===== config.mk =====
export PLATFORM = sky130hd
export DESIGN_NAME = mux8_rr_arbiter
export DESIGN_NICKNAME = d
export VERILOG_FILES = /design/src/rtl/mux8_rr_arbiter.sv
export SDC_FILE = /design/constraint.sdc
export NUM_CORES = 1
export LEC_CHECK = 0
export ABC_AREA = 0
export BUFFER_PORTS_ARGS = -buffer_cell sky130_fd_sc_hd__buf_2
export CORE_UTILIZATION = 59
export CTS_CLUSTER_DIAMETER = 60
export DETAILED_ROUTE_END_ITERATION = 10
export GPL_TIMING_DRIVEN = 0
export PLACE_DENSITY_LB_ADDON = 0.25
export REMOVE_ABC_BUFFERS = 1
export SETUP_SLACK_MARGIN = 0.4
export SYNTH_ARGS = -nofsm -noshare
export SYNTH_HDL_FRONTEND = slang
export SYNTH_SLANG_ARGS = --single-unit

===== constraint.sdc =====
create_clock -name clk -period 3.7 [get_ports clk]
set_input_delay 0.185 -clock clk [delete_from_list [all_inputs] [get_ports clk]]
set_output_delay 0.185 -clock clk [all_outputs]
set_load 0.005 [all_outputs]

===== src/rtl/mux8_rr_arbiter.sv =====
// mux8_rr_arbiter: round-robin owner arbiter for the shared 8:1 x 32-bit mux.
// Ports: clk, rst (sync, active-high), req[7:0], done in; sel[2:0], gnt[7:0],
//   busy, timeout out. Optional watchdog under `MUX8_ARB_WATCHDOG_EN`.
module mux8_rr_arbiter #(
  parameter int MAX_HOLD = 16
) (
  input  logic       clk,
  input  logic       rst,
  input  logic [7:0] req,
  input  logic       done,
  output logic [2:0] sel,
  output logic [7:0] gnt,
  output logic       busy,
  output logic       timeout
);

  typedef enum logic {IDLE, OWN} state_t;

  state_t     state_q, state_d;
  logic [2:0] ptr_q, ptr_d;
  logic [2:0] sel_q, sel_d;
  logic [7:0] gnt_q, gnt_d;
  logic       tmo_q, tmo_d;
  logic [2:0] win;
  logic       rel;
  logic       expire;

  if (MAX_HOLD < 2 || MAX_HOLD > 255) begin : g_chk
    $error("MAX_HOLD out of range 2..255");
  end

  // First set request strictly after the last owner, wrapping mod 8.
  function automatic logic [2:0] rr_pick(
    input logic [7:0] r,
    input logic [2:0] p
  );
    logic [2:0] w;
    logic [2:0] idx;
    logic       hit;
    w   = p;
    hit = 1'b0;
    for (int i = 1; i <= 8; i++) begin
      idx = p + 3'(i);
      if (!hit && r[idx]) begin
        w   = idx;
        hit = 1'b1;
      end
    end
    return w;
  endfunction

  assign win = rr_pick(req, ptr_q);
  assign rel = done | ~req[sel_q];

`ifdef MUX8_ARB_WATCHDOG_EN
  localparam logic [7:0] HOLD_LAST = 8'(MAX_HOLD - 1);

  logic [7:0] cnt_q, cnt_d;

  assign expire = (state_q == OWN) && (cnt_q == HOLD_LAST);

  always_comb begin
    cnt_d = cnt_q;
    if (state_q == IDLE) begin
      cnt_d = 8'd0;
    end else if (cnt_q != 8'hFF) begin
      cnt_d = cnt_q + 8'd1;
    end
  end

  always_ff @(posedge clk) begin
    if (rst) cnt_q <= 8'd0;
    else     cnt_q <= cnt_d;
  end
`else
  assign expire = 1'b0;
`endif

  always_comb begin
    state_d = state_q;
    ptr_d   = ptr_q;
    sel_d   = sel_q;
    gnt_d   = gnt_q;
    tmo_d   = 1'b0;
    unique case (state_q)
      IDLE: begin
        if (|req) begin
          state_d = OWN;
          gnt_d   = 8'b1 << win;
          sel_d   = win;
          ptr_d   = win;
        end
      end
      OWN: begin
        // done/drop take precedence: timeout only on a pure watchdog release.
        if (rel || expire) begin
          state_d = IDLE;
          gnt_d   = 8'd0;
          tmo_d   = expire & ~rel;
        end
      end
      default: state_d = IDLE;
    endcase
  end

  always_ff @(posedge clk) begin
    if (rst) begin
      state_q <= IDLE;
      ptr_q   <= 3'd7;
      sel_q   <= 3'd0;
      gnt_q   <= 8'd0;
      tmo_q   <= 1'b0;
    end else begin
      state_q <= state_d;
      ptr_q   <= ptr_d;
      sel_q   <= sel_d;
      gnt_q   <= gnt_d;
      tmo_q   <= tmo_d;
    end
  end

  assign sel     = sel_q;
  assign gnt     = gnt_q;
  assign busy    = |gnt_q;
  assign timeout = tmo_q;

endmodule


==> results.py <==
metrics = {
    "clocking": {
        "numCtsBuffers": 3,
        "clock_latency_ps": 290,
        "cts_tree": "built",
        "cts_hold_buf": 0,
        "clk_path_buf_depth": 2,
        "clk_pin_slew_worst_paths_ps": 100,
        "cts.sinks": 15,
        "htree_num_levels": 1,
        "clockRootBuffer": "clkbuf_4",
    },
    "placement": {
        "dp_slack_ps": -571,
        "hpwl_mm": 3.25,
        "place.gp.congestion": 0.923,
        "port-buffer-count": 22,
    },
    "floorplan": {
        "start_util_pct": 62.5,
        "die_w_um": 58.9,
        "rows": 20,
        "core_region_area_um2": 3050,
        "die_area_um2": 3470,
        "die_y_um": 58.9,
        "ios": 24,
    },
    "route": {
        "drt-pass1-iter-count": 4,
        "antenna_left": 0,
        "first_iter_violations": 87,
        "avgViaCountPerCell": 6.59,
        "via_count": 1708,
        "totalWireLength_mm": 4.67,
        "routedWlPerCell_um": 18.0,
        "drc_errors": 0,
    },
    "power_and_ir_drop": {
        "power_per_cell_area_nw_per_um2": 1070,
        "p_leak_nw": 0.834,
        "total_power_w": 0.00218,
        "ir_worst_vdd_mv": 0.634,
    },
    "cells_and_area": {
        "area_delta_synth_final_pct": 7.34,
        "drive_gt1_share_pct": 30.7,
        "antennaDiodeCount": 0,
        "final_cell_mix": "buf_2, nand2_1, mux2i_1",
        "final_util_pct": 67.1,
        "nNetsFinal": 229,
        "final_common_cell": "buf_2",
    },
    "global_routing": {
        "grt_first_pass_wirelength_mm": 7.45,
        "globalRoute.totalOverflow": 0,
        "grt_pass1_vias": 1585,
        "grt_max_degree": 20,
        "antenna_found_initial": 0,
        "track_usage_pct": 28.1,
    },
    "yosys": {
        "syn_area_per_cell_um2": 9.41,
        "netlist_area_um2": 1910,
        "synth_edf_count": 0,
        "synth_seq_area_share_pct": 15.7,
        "synth_top_area_share_pct": 15.7,
        "synthDistinctLibCells": 56,
        "synth_warnings": 0,
        "synth_area_leaders": "dfxtp_1, mux4_2, mux2i_1",
        "synth-main-ff-cell": "dfxtp_1",
        "synth_seq_cells": 15,
        "synthArstFlopShare_pct": 0,
        "synth_top_cell_by_area": "dfxtp_1",
        "synth_cells": 203,
    },
    "setup_path": {
        "path_delay_family": "compound AO/OA/AOI/OAI gates",
        "slowest_stage": "dfxtp_4",
        "crit_type": "reg2reg",
        "crit_buf_inv": 3,
        "critPathLaunch": "ptr_q[0]$_SDFFE_PP1P_",
        "crit_fanout": 19,
        "cp_slowest_stage_delay_ps": 530,
        "critPathCaptureType": "register",
        "timing.rr.start": "ptr_q[0]$_SDFFE_PP1P_",
        "start_kind": "register",
        "cp.arrival_ps": 3390,
        "required_ps": 3890,
        "path_cells": "inv_4, ha_4, buf_4, mux2i_1, mux4_2, and3b_1, a21oi_1, a21oi_1, o31a_1, buf_4, a211o_1",
    },
    "sta": {
        "slew_headroom_pct": 50.8,
        "hold_viol": 0,
        "final.setup.tns_ps": 0,
        "rsz0062_at_grt": "false",
        "drv_slew": 0,
        "fin_worst_skew_ps": 8.90,
        "worst_pin_slew_ps": 738,
        "setup_ws_ps": 499,
        "setup_viol": 0,
        "period_share_pct": 86.5,
        "timing.fmax_mhz": 312,
        "whs_ps": 148,
        "period_minus_slack_ps": 3200,
    },
    "run": {
        "drv_cap": 0,
    },
    "hold_path": {
        "hold_path_class": "in2reg",
        "hp-start": "rst",
    },
    "status": {
        "outcome": "finished, final reports clean",
    },
}
state kept, by name (all words and copies together), names as in the netlist:
register / flops
gnt: 8
ptr_q: 3
sel: 3
state_q: 1
stage by stage:
stage	std cells	cell area, um2
3_3_place_gp	249	1940
6_report	259	2050
4_1_cts	253	1990
5_1_grt	259	2050
2_1_floorplan	183	1770
3_5_place_dp	249	1940
kinds of logic (layout without fill, tap and decap cells):
family | after synthesis | count (layout) | synth area share [%]
flops | 15 | 15 | 15.7
fa+ha+maj | 2 | 2 | 1.31
simple gates | 66 | 66 | 17.3
other cells | 1 | 1 | 0.196
xor+xnor | 5 | 5 | 3.08
buf+inv | 25 | 37 | 8.19
compound gates | 48 | 48 | 21.3
mux | 41 | 41 | 32.9
worst reg2reg max path, delay by kind of cell (launching register included):
| kind | cells | cell delay [ps] |
|---|---|---|
| buffers and inverters | 3 | 500 |
| AO/OA/AOI/OAI | 4 | 780 |
| AND/OR/NAND/NOR | 1 | 260 |
| flip-flops | 1 | 530 |
| adder cells (fa/ha/maj) | 1 | 410 |
| multiplexers | 2 | 620 |
report_power, final:
| group | leakage (nW) | internal [W] | switching [W] |
|---|---|---|---|
| registers | 0.123 | 0.000232 | 0.000128 |
| logic | 0.697 | 0.000839 | 0.000889 |
| clock network | 0.0139 | 0.0000411 | 0.0000548 |
| total | 0.834 | 0.00111 | 0.00107 |
metal layers:
| layer | GRT usage (%) | vias up | share of wire, % |
|---|---|---|---|
| li1 | - | 798 | - |
| met1 | 38.8 | 839 | 41 |
| met2 | 48.2 | 67 | 51 |
| met3 | 3.74 | 4 | 7.5 |
| met4 | 3.74 | 0 | 0.36 |
| met5 | 0 | - | 0 |
cell usage after synthesis (3+ instances only):
master	instances
or4_1	3
nand2b_1	6
buf_6	3
o21ai_1	5
buf_4	4
mux4_2	11
a21oi_1	11
nor4_1	3
nor2_1	16
dfxtp_1	15
nand2_1	21
clkbuf_1	3
mux4_1	4
and3_1	5
mux2i_1	23
buf_2	7
xnor2_1	3
inv_1	3
o21ai_0	5
nor2b_1	3
path summary, 6_finish.rpt:
kind	to	slack, ps	cells past startpoint
worst max register to register	ptr_q[1]$_SDFFE_PP1P_	500	11
worst max-delay path	ptr_q[1]$_SDFFE_PP1P_	500	11
worst min register to register	gnt[6]$_SDFFE_PP0P_	460	2
worst min-delay path	sel[1]$_SDFFE_PP0P_	150	2
final cells by class:
cell class / count / area, um2
multi-input combinational: 163 / 1480
fill: 273 / 1000
sequential: 15 / 308
timing repair buffer: 28 / 155
tap: 44 / 55.1
clock buffer: 3 / 22.5
inverter: 5 / 21.3
clock inverter: 1 / 7.51
timing repair:
action                     4_1_cts  5_1_grt
setup endpoints to repair       14       13
buffers inserted                 0        6
pin swaps                        1        3
resized for setup                7        4
No activity file was read; power rests on OpenSTA's default activity.
